==> config.mk <==
export PLATFORM = sky130hd
export DESIGN_NAME = pwm_wave_sequencer
export DESIGN_NICKNAME = d
export VERILOG_FILES = /design/src/rtl/pwm_wave_sequencer.sv
export SDC_FILE = /design/constraint.sdc
export NUM_CORES = 1
export LEC_CHECK = 0
export ABC_AREA = 1
export CELL_PAD_IN_SITES_DETAIL_PLACEMENT = 1
export CELL_PAD_IN_SITES_GLOBAL_PLACEMENT = 1
export CORE_MARGIN = 8
export CORE_UTILIZATION = 45
export CTS_BUF_LIST = sky130_fd_sc_hd__clkbuf_4 sky130_fd_sc_hd__clkbuf_8
export DETAILED_ROUTE_END_ITERATION = 6
export GPL_ROUTABILITY_DRIVEN = 0
export PLACE_DENSITY = 0.87
export RECOVER_POWER = 25
export SLEW_MARGIN = 20
export SYNTH_ARGS = -nofsm -noshare
export SYNTH_HDL_FRONTEND = slang
export SYNTH_SLANG_ARGS = --single-unit
==> constraint.sdc <==
create_clock -name sysclk -period 2.4 [get_ports sysclk]
set_input_delay 0.24 -clock sysclk [delete_from_list [all_inputs] [get_ports sysclk]]
set_output_delay 0.24 -clock sysclk [all_outputs]
set_load 0.1 [all_outputs]
==> src/rtl/pwm_wave_sequencer.sv <==
// PWM waveform sequencer: a 64-step PWM counter and a 64-frame waveform index.
// The frame duty is recomputed at each frame boundary from the selected shape.
// Run/stop is graceful through a drain state. New configuration is held as
// pending and takes effect only at a waveform-period boundary.
module pwm_wave_sequencer #(
  parameter int unsigned PRESC_W = 8,
  parameter int unsigned SQ_LO   = 16,
  parameter int unsigned SQ_HI   = 47
) (
  input  logic               sysclk,
  input  logic               rst_n,
  input  logic               enable,
  input  logic               cfg_valid,
  output logic               cfg_ready,
  input  logic [1:0]         cfg_wave,
  input  logic [PRESC_W-1:0] cfg_presc,
  output logic               pulse,
  output logic [6:0]         duty,
  output logic               busy,
  output logic               period_done
);

  localparam logic [5:0] SqLo = 6'(SQ_LO);
  localparam logic [5:0] SqHi = 6'(SQ_HI);

  typedef enum logic [1:0] {StIdle, StRun, StDrain} state_e;

  state_e             state_q, state_d;
  logic [5:0]         count_q, count_d;
  logic [5:0]         idx_q, idx_d;
  logic [PRESC_W-1:0] presc_cnt_q, presc_cnt_d;
  logic [6:0]         duty_q, duty_d;
  logic [1:0]         wave_q, wave_d;
  logic [PRESC_W-1:0] presc_q, presc_d;
  logic               pend_q, pend_d;
  logic [1:0]         pend_wave_q, pend_wave_d;
  logic [PRESC_W-1:0] pend_presc_q, pend_presc_d;
  logic               period_done_q, period_done_d;

  logic               tick, frame_end, period_end, apply_cfg, accept;
  logic [1:0]         wave_nxt;

  // Duty for a waveform shape at a given index; 7 bits so that 64 fits.
  function automatic logic [6:0] wave_duty(input logic [1:0] wave, input logic [5:0] idx);
    logic [6:0] d;
    logic [6:0] tri_half;
    d        = 7'd0;
    tri_half = 7'd64 - {1'b0, idx};
    case (wave)
      2'd1:    d = ((idx >= SqLo) && (idx <= SqHi)) ? 7'd64 : 7'd0;
      2'd2:    d = {1'b0, idx};
      2'd3:    d = idx[5] ? {tri_half[5:0], 1'b0} : {idx, 1'b0};
      default: d = 7'd0;
    endcase
    return d;
  endfunction

  // Next-state: prescaler, counters, duty, config handshake and run/drain FSM.
  always_comb begin
    state_d       = state_q;
    count_d       = count_q;
    idx_d         = idx_q;
    presc_cnt_d   = presc_cnt_q;
    duty_d        = duty_q;
    wave_d        = wave_q;
    presc_d       = presc_q;
    pend_d        = pend_q;
    pend_wave_d   = pend_wave_q;
    pend_presc_d  = pend_presc_q;

    tick          = (state_q != StIdle) && (presc_cnt_q == presc_q);
    frame_end     = tick && (count_q == 6'd63);
    period_end    = frame_end && (idx_q == 6'd63);
    // Pending config lands immediately when idle, otherwise on the idx wrap.
    apply_cfg     = pend_q && ((state_q == StIdle) || period_end);
    accept        = cfg_valid && !pend_q;
    wave_nxt      = apply_cfg ? pend_wave_q : wave_q;
    period_done_d = period_end;

    if (apply_cfg) begin
      wave_d  = pend_wave_q;
      presc_d = pend_presc_q;
      pend_d  = 1'b0;
    end
    if (accept) begin
      pend_d       = 1'b1;
      pend_wave_d  = cfg_wave;
      pend_presc_d = cfg_presc;
    end

    unique case (state_q)
      StIdle: begin
        if (enable) begin
          state_d     = StRun;
          count_d     = 6'd0;
          idx_d       = 6'd0;
          presc_cnt_d = '0;
          duty_d      = wave_duty(wave_nxt, 6'd0);
        end
      end
      StRun, StDrain: begin
        presc_cnt_d = tick ? '0 : presc_cnt_q + PRESC_W'(1);
        if (tick) count_d = count_q + 6'd1;
        if (frame_end) begin
          idx_d  = idx_q + 6'd1;
          duty_d = wave_duty(wave_nxt, idx_q + 6'd1);
        end
        if (state_q == StRun) begin
          // Stopping exactly on the period end skips the drain period.
          if (!enable) state_d = period_end ? StIdle : StDrain;
        end else begin
          if (enable)          state_d = StRun;
          else if (period_end) state_d = StIdle;
        end
      end
      default: state_d = StIdle;
    endcase
  end

  // State registers with asynchronous active-low reset.
  always_ff @(posedge sysclk or negedge rst_n) begin
    if (!rst_n) begin
      state_q       <= StIdle;
      count_q       <= 6'd0;
      idx_q         <= 6'd0;
      presc_cnt_q   <= '0;
      duty_q        <= 7'd0;
      wave_q        <= 2'd0;
      presc_q       <= '0;
      pend_q        <= 1'b0;
      pend_wave_q   <= 2'd0;
      pend_presc_q  <= '0;
      period_done_q <= 1'b0;
    end else begin
      state_q       <= state_d;
      count_q       <= count_d;
      idx_q         <= idx_d;
      presc_cnt_q   <= presc_cnt_d;
      duty_q        <= duty_d;
      wave_q        <= wave_d;
      presc_q       <= presc_d;
      pend_q        <= pend_d;
      pend_wave_q   <= pend_wave_d;
      pend_presc_q  <= pend_presc_d;
      period_done_q <= period_done_d;
    end
  end

  // Outputs decoded straight from registers; pulse falls with the async reset.
  always_comb begin
    busy        = (state_q != StIdle);
    pulse       = busy && ({1'b0, count_q} < duty_q);
    duty        = duty_q;
    cfg_ready   = !pend_q;
    period_done = period_done_q;
  end

endmodule

==> impl_results.html, run 1 <==
<table>
<tr><th>Metric</th><th>Value</th></tr>
<tr><th colspan="2">Floorplan</th></tr>
<tr><td>Core Area</td><td>6280 µm²</td></tr>
<tr><td>Std cell rows</td><td>29</td></tr>
<tr><td>Number of placed I/O pins</td><td>25</td></tr>
<tr><td>Die Area</td><td>9190 µm²</td></tr>
<tr><td>Die width</td><td>95.9 µm</td></tr>
<tr><td>Overall die height</td><td>95.9 µm</td></tr>
<tr><td>Effective utilization at floorplan</td><td>0.457</td></tr>
<tr><th colspan="2">Global route</th></tr>
<tr><td>Pin count of the biggest net entering global routing</td><td>21</td></tr>
<tr><td>Number of antenna violations at the first check in global routing</td><td>0</td></tr>
<tr><td>First-pass GRT wire length</td><td>13100 µm</td></tr>
<tr><td>Total grt overflow</td><td>0</td></tr>
<tr><td>Via count of the first global-routing pass</td><td>2639</td></tr>
<tr><td>Total GRT Usage</td><td>0.182</td></tr>
<tr><th colspan="2">Job</th></tr>
<tr><td>Max-cap viol count</td><td>0</td></tr>
<tr><th colspan="2">Final layout</th></tr>
<tr><td>Total of fill cells in the finished design</td><td>774</td></tr>
<tr><td>Commonest non-fill, non-tap cells in the layout</td><td>70 x sky130_fd_sc_hd__nand2_1, 49 x sky130_fd_sc_hd__dfrtp_1, 46 x sky130_fd_sc_hd__inv_1</td></tr>
<tr><td>Multi-input combinational cell area</td><td>1400 µm²</td></tr>
<tr><td>Layout overhead on the synthesized area</td><td>19.4%</td></tr>
<tr><td>Area taken by flip-flops and latches</td><td>1280 µm²</td></tr>
<tr><td>Layout cell share with drive strength beyond 1</td><td>0.193</td></tr>
<tr><td>Most common cell after layout, fill and taps aside</td><td>sky130_fd_sc_hd__nand2_1</td></tr>
<tr><td>Cell area after layout</td><td>3430 µm²</td></tr>
<tr><td>Fin nets</td><td>414</td></tr>
<tr><td>Ant. Diodes</td><td>0</td></tr>
<tr><th colspan="2">Route</th></tr>
<tr><td>Detailed-routing iteration count for the pre-antenna-repair pass</td><td>4</td></tr>
<tr><td>Routed vias</td><td>2446</td></tr>
<tr><td>Length of routed met3 wiring</td><td>205 µm</td></tr>
<tr><td>Detailed-routing wirelength on met1</td><td>3470 µm</td></tr>
<tr><td>DRC violation count after routing</td><td>0</td></tr>
<tr><td>Wirelength per Cell</td><td>17.1 µm</td></tr>
<tr><td>Number of violations reported at the end of detailed-routing iteration 0</td><td>72</td></tr>
<tr><td>Vias/cell</td><td>5.26</td></tr>
<tr><td>Number of antenna-violating nets in the routed design</td><td>0</td></tr>
<tr><td>Wirelength, routed</td><td>7950 µm</td></tr>
<tr><td>DR top layer</td><td>met4</td></tr>
<tr><td>Sum of met2 wire segment lengths after detailed routing</td><td>4120 µm</td></tr>
<tr><th colspan="2">Hold path</th></tr>
<tr><td>Path class of the lowest-slack min-delay path</td><td>in -&gt; reg</td></tr>
<tr><th colspan="2">Worst setup path</th></tr>
<tr><td>CP Launch Type</td><td>flop</td></tr>
<tr><td>Critical path class</td><td>reg -&gt; out</td></tr>
<tr><td>Endpoint arrival time on the critical path</td><td>2.07 ns</td></tr>
<tr><td>Maximum net fanout on the critical path</td><td>3</td></tr>
<tr><td>Endpoint class of the critical path</td><td>output pin</td></tr>
<tr><td>Endpoint required time on the critical path</td><td>2.16 ns</td></tr>
<tr><th colspan="2">Place</th></tr>
<tr><td>Detailed Place HPWL</td><td>5720 µm</td></tr>
<tr><td>Cell area after placement</td><td>3220 µm²</td></tr>
<tr><td>IO Port Bufs</td><td>24</td></tr>
<tr><th colspan="2">Logic synthesis</th></tr>
<tr><td>Post-synthesis cell count</td><td>349</td></tr>
<tr><td>Register bit count reported by yosys</td><td>51</td></tr>
<tr><td>Synthesized cell area</td><td>2870 µm²</td></tr>
<tr><td>Top flip-flop cell by instance count after synthesis</td><td>sky130_fd_sc_hd__dfrtp_1</td></tr>
<tr><td>Yosys warnings</td><td>0</td></tr>
<tr><td>Main combinational cell family by area after synthesis</td><td>simple AND/OR/NAND/NOR gates</td></tr>
<tr><td>Fraction of synthesis flops using an asynchronous set or reset pin</td><td>1.00</td></tr>
<tr><td>Multiplexer fraction of the synthesized cell area</td><td>0.0118</td></tr>
<tr><td>Basic-gate share of the synthesized area counting and, or, nand and nor cells</td><td>0.286</td></tr>
<tr><td>Post-synth EDFFs</td><td>0</td></tr>
<tr><td>Compound-gate portion of the synthesized area</td><td>0.0950</td></tr>
<tr><td>Part of the Yosys area used for sequential elements</td><td>0.445</td></tr>
<tr><td>Adder-cell area share of the yosys netlist</td><td>0.0567</td></tr>
<tr><td>Avg Inst Size Synth</td><td>8.22 µm²</td></tr>
<tr><td>Synthesized-area fraction occupied by xor and xnor cells</td><td>0.0244</td></tr>
<tr><td>Synth Net Count</td><td>376</td></tr>
<tr><td>Number of different library cells in the post-synthesis netlist</td><td>34</td></tr>
<tr><th colspan="2">Timing</th></tr>
<tr><td>Highest clock frequency the design can meet</td><td>0.432 GHz</td></tr>
<tr><td>Clock period minus final worst setup slack</td><td>2.31 ns</td></tr>
<tr><td>Final setup vio count</td><td>0</td></tr>
<tr><td>Worst-case clock skew</td><td>0.00831 ns</td></tr>
<tr><td>Final period utilization</td><td>0.964</td></tr>
<tr><td>Worst-margin pin slew</td><td>0.993 ns</td></tr>
<tr><td>Max Slew Vio Count</td><td>0</td></tr>
<tr><td>Hold violation total from the final report</td><td>0</td></tr>
<tr><td>Headroom to the max-slew limit</td><td>0.338</td></tr>
<tr><th colspan="2">Clock network</th></tr>
<tr><td>Latest clock arrival within the worst-skew pair</td><td>0.31 ns</td></tr>
<tr><td>Clock-pin slew on the worst setup and hold paths</td><td>0.10 ns</td></tr>
<tr><td>Htree depth</td><td>2</td></tr>
<tr><td>Number of clock sinks</td><td>51</td></tr>
<tr><td>CTS max path bufs</td><td>2</td></tr>
<tr><td>TritonCTS clock tree</td><td>yes</td></tr>
<tr><td>TritonCTS buffer count</td><td>5</td></tr>
<tr><td>Buffer cell driving the clock tree root</td><td>sky130_fd_sc_hd__clkbuf_8</td></tr>
<tr><th colspan="2">Power</th></tr>
<tr><td>P per Cell Area</td><td>1180 nW/µm²</td></tr>
<tr><td>Worst VDD drop</td><td>0.702 mV</td></tr>
<tr><td>Total power after layout</td><td>4.04 mW</td></tr>
<tr><td>Leakage power of the design</td><td>1.70 nW</td></tr>
<tr><th colspan="2">Status</th></tr>
<tr><td>Outcome</td><td>finished clean</td></tr>
</table>
worst max-delay path, cell delays in order (launching register included):
cell,delay [ns]
sky130_fd_sc_hd__dfrtp_2,0.43
sky130_fd_sc_hd__inv_1,0.11
sky130_fd_sc_hd__ha_4,0.21
sky130_fd_sc_hd__a21oi_2,0.12
sky130_fd_sc_hd__nand2_1,0.08
sky130_fd_sc_hd__a21oi_2,0.17
sky130_fd_sc_hd__o21bai_1,0.09
sky130_fd_sc_hd__a21oi_1,0.19
sky130_fd_sc_hd__nor2_2,0.08
sky130_fd_sc_hd__nor2_4,0.10
sky130_fd_sc_hd__buf_12,0.18
metal layers:
metal	track usage	vias to the layer above
li1	-	1189
met1	0.220	1198
met2	0.316	44
met3	0.0328	15
met4	0.0640	0
met5	0	-
sequential cells by signal, indices dropped and copies added (netlist names):
register and cells:
pend_presc_q 8, count_q 6, idx_q 6, pend_wave_q 2
presc_q 8, wave_q 2, pend_q 1, period_done 1
duty 7, state_q 2, presc_cnt_q 8
synth_stat cells, drive strengths merged (3+ instances only):
cell | instances | area, µm²
nor2 | 45 | 196
nand3 | 22 | 120
inv | 57 | 214
o21ai | 20 | 100
nand4 | 5 | 46.3
dfrtp | 51 | 1280
mux2 | 3 | 33.8
o22ai | 4 | 25.0
nor3b | 3 | 27.5
nand2 | 80 | 363
xor2 | 8 | 70.1
a21oi | 19 | 103
ha | 13 | 163
nor3 | 7 | 46.3
o21bai | 3 | 22.5
cells by family (layout without fill, tap and decap cells):
family | count (synthesis) | count (layout)
adder cells (fa/ha/maj) | 13 | 13
AND/OR/NAND/NOR | 165 | 165
AO/OA/AOI/OAI | 49 | 49
multiplexers | 3 | 3
buffers and inverters | 60 | 99
flip-flops | 51 | 51
XOR/XNOR | 8 | 8
through the flow:
step	util	setup TNS, ns	hold WS [ns]	worst slack [ns]	cells
after floorplan	-	-0.0666	-0.0556	-0.0666	349
after detailed placement	0.513	0	0.188	0.117	452
after global placement	0.513	0	0.188	0.333	452
after global routing	0.546	-0.000122	0.526	-0.000122	465
after CTS	0.536	0	0.403	0.0382	461
final	0.546	0	0.496	0.0854	465
final cells by class:
type / count / area share
clock inverters: 2 / 0.0175
well taps: 77 / 0.0281
inverters: 57 / 0.0636
repair buffers: 34 / 0.0858
clock buffers: 6 / 0.0223
flip-flops and latches: 51 / 0.373
multi-input cells: 238 / 0.409
final timing paths:
path                                             startpoint                           to  slack (ns)  depth (start not counted)
worst max register to register       state_q[0]$_DFFE_PN0P_          duty[4]$_DFFE_PN0P_        0.18                         14
worst max-delay path                    duty[2]$_DFFE_PN0P_                        pulse        0.09                         10
max in group asynchronous                             rst_n        period_done$_DFF_PN0_        0.85                          3
worst min register to register  pend_presc_q[3]$_DFFE_PN0P_  pend_presc_q[3]$_DFFE_PN0P_        0.53                          2
min in group asynchronous                             rst_n  pend_presc_q[4]$_DFFE_PN0P_        0.61                          2
worst min-delay path                           cfg_presc[0]  pend_presc_q[0]$_DFFE_PN0P_        0.50                          3
report_power, final:
group / switching, mW / internal, mW
Sequential: 0.188 / 1.10
Clock: 0.304 / 0.429
Combinational: 1.39 / 0.628
what timing repair did:
item,in CTS,in global routing
resized for setup,0,8
hold buffers,1,0
endpoints found under the hold margin,16,0
setup buffers,0,4
setup endpoints to repair,0,7
No activity file was read; power rests on OpenSTA's default activity.
==> inputs of run 2 (changes only) <==
==> constraint.sdc (replaced) <==
create_clock -name sysclk -period 2.4 [get_ports sysclk]
set_input_delay 0.24 -clock sysclk [delete_from_list [all_inputs] [get_ports sysclk]]
set_output_delay 0.24 -clock sysclk [all_outputs]
set_load 0.02 [all_outputs]
==> run 2 against run 1 <==
Combinational power decreased by 14%. Cell count is the same. Fmax increased by 4.2%. Critical path depth did not move. Clock-buffer cell count grew 2. Largest cell class unchanged. Largest power group unchanged. Highest routed layer unchanged.
==> impl_results.html, run 2 (same netlist as run 1, synthesis figures left out) <==
<table>
<tr><th>Metric</th><th>Value</th></tr>
<tr><th colspan="2">Worst setup path</th></tr>
<tr><td>Terminus of the critical flop-to-flop path</td><td>duty[6]$_DFFE_PN0P_</td></tr>
<tr><td>Critical path capture point</td><td>pulse</td></tr>
<tr><td>Crit path max-delay cell type</td><td>sky130_fd_sc_hd__dfrtp_1</td></tr>
<tr><td>Register-to-Register Path Depth</td><td>11 (-3)</td></tr>
<tr><td>Buffers and inverters on the worst path</td><td>2 (unchanged)</td></tr>
<tr><td>Depth of the critical timing path with buffers and inverters included</td><td>10 (unchanged)</td></tr>
<tr><td>Cell-by-cell trace of the critical path</td><td>inv_1 -&gt; ha_1 -&gt; a21oi_1 -&gt; nand2_1 -&gt; a21oi_1 -&gt; o21bai_1 -&gt; a21oi_1 -&gt; nor2_1 -&gt; nor2_1 -&gt; clkbuf_2</td></tr>
<tr><td>Maximum net fanout on the critical path</td><td>3 (unchanged)</td></tr>
<tr><td>Setup slack on the worst flop-to-flop path</td><td>0.21 ns (+0.03 ns)</td></tr>
<tr><td>Startpoint of the worst-slack reg-to-reg timing path</td><td>state_q[1]$_DFFE_PN0P_</td></tr>
<tr><td>Endpoint class of the critical path</td><td>output pin</td></tr>
<tr><td>Endpoint arrival time on the critical path</td><td>1.98 ns (-0.09 ns)</td></tr>
<tr><td>Slowest Stage Delay on Critical Path</td><td>0.38 ns (-0.05 ns)</td></tr>
<tr><td>Endpoint required time on the critical path</td><td>2.16 ns (about the same)</td></tr>
<tr><td>Beginning of the critical path</td><td>duty[2]$_DFFE_PN0P_</td></tr>
<tr><td>CP Launch Type</td><td>flop</td></tr>
<tr><td>CP most frequent cell</td><td>sky130_fd_sc_hd__a21oi_1</td></tr>
<tr><td>Critical path class</td><td>reg -&gt; out</td></tr>
<tr><td>Largest delay contributor family on the critical path</td><td>compound AO/OA/AOI/OAI gates</td></tr>
<tr><th colspan="2">Timing</th></tr>
<tr><td>Clock period minus final worst setup slack</td><td>2.22 ns (-0.0935 ns)</td></tr>
<tr><td>Final setup vio count</td><td>0 (unchanged)</td></tr>
<tr><td>Worst-margin pin slew</td><td>1.34 ns (+0.343 ns)</td></tr>
<tr><td>Highest clock frequency the design can meet</td><td>0.450 GHz (+4.2%)</td></tr>
<tr><td>RSZ-0062 raised after global routing</td><td>no</td></tr>
<tr><td>Sum of negative setup slack</td><td>0 ns (unchanged)</td></tr>
<tr><td>Worst-case clock skew</td><td>0.00722 ns (-0.00109 ns)</td></tr>
<tr><td>Final period utilization</td><td>0.925 (-0.0389)</td></tr>
<tr><td>Headroom to the max-slew limit</td><td>0.109 (-0.229)</td></tr>
<tr><td>Max Slew Vio Count</td><td>0 (unchanged)</td></tr>
<tr><td>Hold violation total from the final report</td><td>0 (unchanged)</td></tr>
<tr><th colspan="2">Route</th></tr>
<tr><td>Vias/cell</td><td>5.09 (-3.3%)</td></tr>
<tr><td>Number of violations reported at the end of detailed-routing iteration 0</td><td>51 (-29%)</td></tr>
<tr><td>DRC violation count after routing</td><td>0 (unchanged)</td></tr>
<tr><td>Detailed-routing iteration count for the pre-antenna-repair pass</td><td>4 (unchanged)</td></tr>
<tr><td>Routed vias</td><td>2366 (-3.3%)</td></tr>
<tr><td>Number of antenna-violating nets in the routed design</td><td>0 (unchanged)</td></tr>
<tr><td>Wirelength per Cell</td><td>15.0 µm (-12%)</td></tr>
<tr><td>Wirelength, routed</td><td>6970 µm (-12%)</td></tr>
<tr><th colspan="2">Floorplan</th></tr>
<tr><td>Std cell rows</td><td>29 (unchanged)</td></tr>
<tr><td>Die Area</td><td>9190 µm² (unchanged)</td></tr>
<tr><td>Effective utilization at floorplan</td><td>0.457 (unchanged)</td></tr>
<tr><td>Die width</td><td>95.9 µm (unchanged)</td></tr>
<tr><td>Overall die height</td><td>95.9 µm (unchanged)</td></tr>
<tr><td>Number of placed I/O pins</td><td>25 (unchanged)</td></tr>
<tr><td>Core Area</td><td>6280 µm² (unchanged)</td></tr>
<tr><th colspan="2">Place</th></tr>
<tr><td>Number of placed cells counting well taps</td><td>452 (unchanged)</td></tr>
<tr><td>Cell area after placement</td><td>3230 µm² (+0.43%)</td></tr>
<tr><td>IO Port Bufs</td><td>24 (unchanged)</td></tr>
<tr><td>Detailed Place HPWL</td><td>5380 µm (-6.0%)</td></tr>
<tr><th colspan="2">Final layout</th></tr>
<tr><td>Core utilization of the finished layout</td><td>0.539 (-0.00718)</td></tr>
<tr><td>Most common cell after layout, fill and taps aside</td><td>sky130_fd_sc_hd__nand2_1</td></tr>
<tr><td>Cell area after layout</td><td>3380 µm² (-1.3%)</td></tr>
<tr><td>Total of fill cells in the finished design</td><td>786 (+1.6%)</td></tr>
<tr><td>Ant. Diodes</td><td>0 (unchanged)</td></tr>
<tr><td>Layout cell share with drive strength beyond 1</td><td>0.142 (-0.0515)</td></tr>
<tr><td>Fin nets</td><td>414 (unchanged)</td></tr>
<tr><td>Largest registers</td><td>pend_presc_q x8, presc_cnt_q x8, presc_q x8</td></tr>
<tr><td>Layout overhead on the synthesized area</td><td>17.8%</td></tr>
<tr><td>Count of non-filler cells in the finished layout</td><td>465 (unchanged)</td></tr>
<tr><td>Commonest non-fill, non-tap cells in the layout</td><td>70 x sky130_fd_sc_hd__nand2_1, 51 x sky130_fd_sc_hd__dfrtp_1, 47 x sky130_fd_sc_hd__inv_1</td></tr>
<tr><th colspan="2">Clock network</th></tr>
<tr><td>TritonCTS buffer count</td><td>5 (unchanged)</td></tr>
<tr><td>Number of clock sinks</td><td>51 (unchanged)</td></tr>
<tr><td>TritonCTS clock tree</td><td>yes</td></tr>
<tr><td>CTS max path bufs</td><td>2 (unchanged)</td></tr>
<tr><td>Clock-pin slew on the worst setup and hold paths</td><td>0.10 ns (about the same)</td></tr>
<tr><td>Latest clock arrival within the worst-skew pair</td><td>0.31 ns (about the same)</td></tr>
<tr><td>Buffer cell driving the clock tree root</td><td>sky130_fd_sc_hd__clkbuf_8</td></tr>
<tr><td>Htree depth</td><td>2 (unchanged)</td></tr>
<tr><th colspan="2">Power</th></tr>
<tr><td>Worst VDD drop</td><td>0.518 mV (-26%)</td></tr>
<tr><td>P per Cell Area</td><td>1060 nW/µm² (-9.7%)</td></tr>
<tr><td>Leakage power of the design</td><td>1.67 nW (-1.6%)</td></tr>
<tr><td>Total power after layout</td><td>3.60 mW (-11%)</td></tr>
<tr><th colspan="2">Hold path</th></tr>
<tr><td>Path class of the lowest-slack min-delay path</td><td>reg -&gt; reg</td></tr>
<tr><th colspan="2">Global route</th></tr>
<tr><td>Number of antenna violations at the first check in global routing</td><td>0 (unchanged)</td></tr>
<tr><td>Total GRT Usage</td><td>0.169 (-0.0130)</td></tr>
<tr><td>Pin count of the biggest net entering global routing</td><td>29 (+38%)</td></tr>
<tr><td>Via count of the first global-routing pass</td><td>2506 (-5.0%)</td></tr>
<tr><td>Total grt overflow</td><td>0 (unchanged)</td></tr>
<tr><td>First-pass GRT wire length</td><td>12200 µm (-6.6%)</td></tr>
<tr><th colspan="2">Status</th></tr>
<tr><td>Outcome</td><td>finished clean</td></tr>
<tr><th colspan="2">Job</th></tr>
<tr><td>Max-cap viol count</td><td>0 (unchanged)</td></tr>
</table>
[run 2: area by class of cell]
| cell class | instances | area, µm² | share of cell area |
|---|---|---|---|
| clock buffers | 8 | 104 | 0.0307 |
| repair buffers | 34 | 319 | 0.0944 |
| flip-flops and latches | 51 | 1280 | 0.377 |
| multi-input cells | 238 | 1370 | 0.406 |
| inverters | 57 | 214 | 0.0633 |
| well taps | 77 | 96.3 | 0.0285 |
[run 2: worst min path at each step]
stage                            from  slack, ns  depth (start not counted)                     endpoint
2_1_floorplan                   rst_n      -0.06                          0       count_q[0]$_DFFE_PN0P_
3_3_place_gp                    rst_n       0.26                          1  pend_presc_q[5]$_DFFE_PN0P_
3_5_place_dp                    rst_n       0.27                          1  pend_presc_q[7]$_DFFE_PN0P_
4_1_cts                         rst_n       0.47                          2       presc_q[7]$_DFFE_PN0N_
5_1_grt                  cfg_presc[0]       0.53                          3  pend_presc_q[0]$_DFFE_PN0P_
6_report       presc_q[0]$_DFFE_PN0N_       0.50                          2       presc_q[0]$_DFFE_PN0N_
[run 2: report_power, final]
group / leakage, nW / switching, mW / internal [mW]
sequential: 0.657 / 0.185 / 1.10
clock: 0.0549 / 0.293 / 0.275
combinational: 0.958 / 1.13 / 0.616
total: 1.67 / 1.61 / 1.99
[run 2: repair_timing]
item,4_1_cts,5_1_grt
hold endpoints to repair,23,0
hold buffers,1,0
gates resized for setup,1,4
pin swaps,0,0
buffers inserted,0,4
endpoints found under the setup margin,1,6
[run 2: metrics by stage]
stage | worst slack, ns | hold WS, ns
after floorplan | 0.412 | -0.0556
after global placement | 0.186 | 0.259
after detailed placement | 0.0872 | 0.267
after CTS | 0.0122 | 0.466
after global routing | 0.00138 | 0.526
final | 0.179 | 0.502
[run 2: worst register-to-register path, delay by kind of cell, from the launching register on]
family | cells | cell delay, ns
DFF | 1 | 0.41
buffers and inverters | 2 | 0.25
and+or+nand+nor | 6 | 0.97
AOI/OAI and AO/OA | 2 | 0.23
adders and majority gates | 1 | 0.27
[run 2: layer usage]
metal,share of wire,global-route usage,vias to the layer above
li1,-,-,1189
met1,0.46,0.215,1138
met2,0.50,0.285,32
met3,0.023,0.0273,7
met4,0.011,0.0525,0
met5,0,0,-
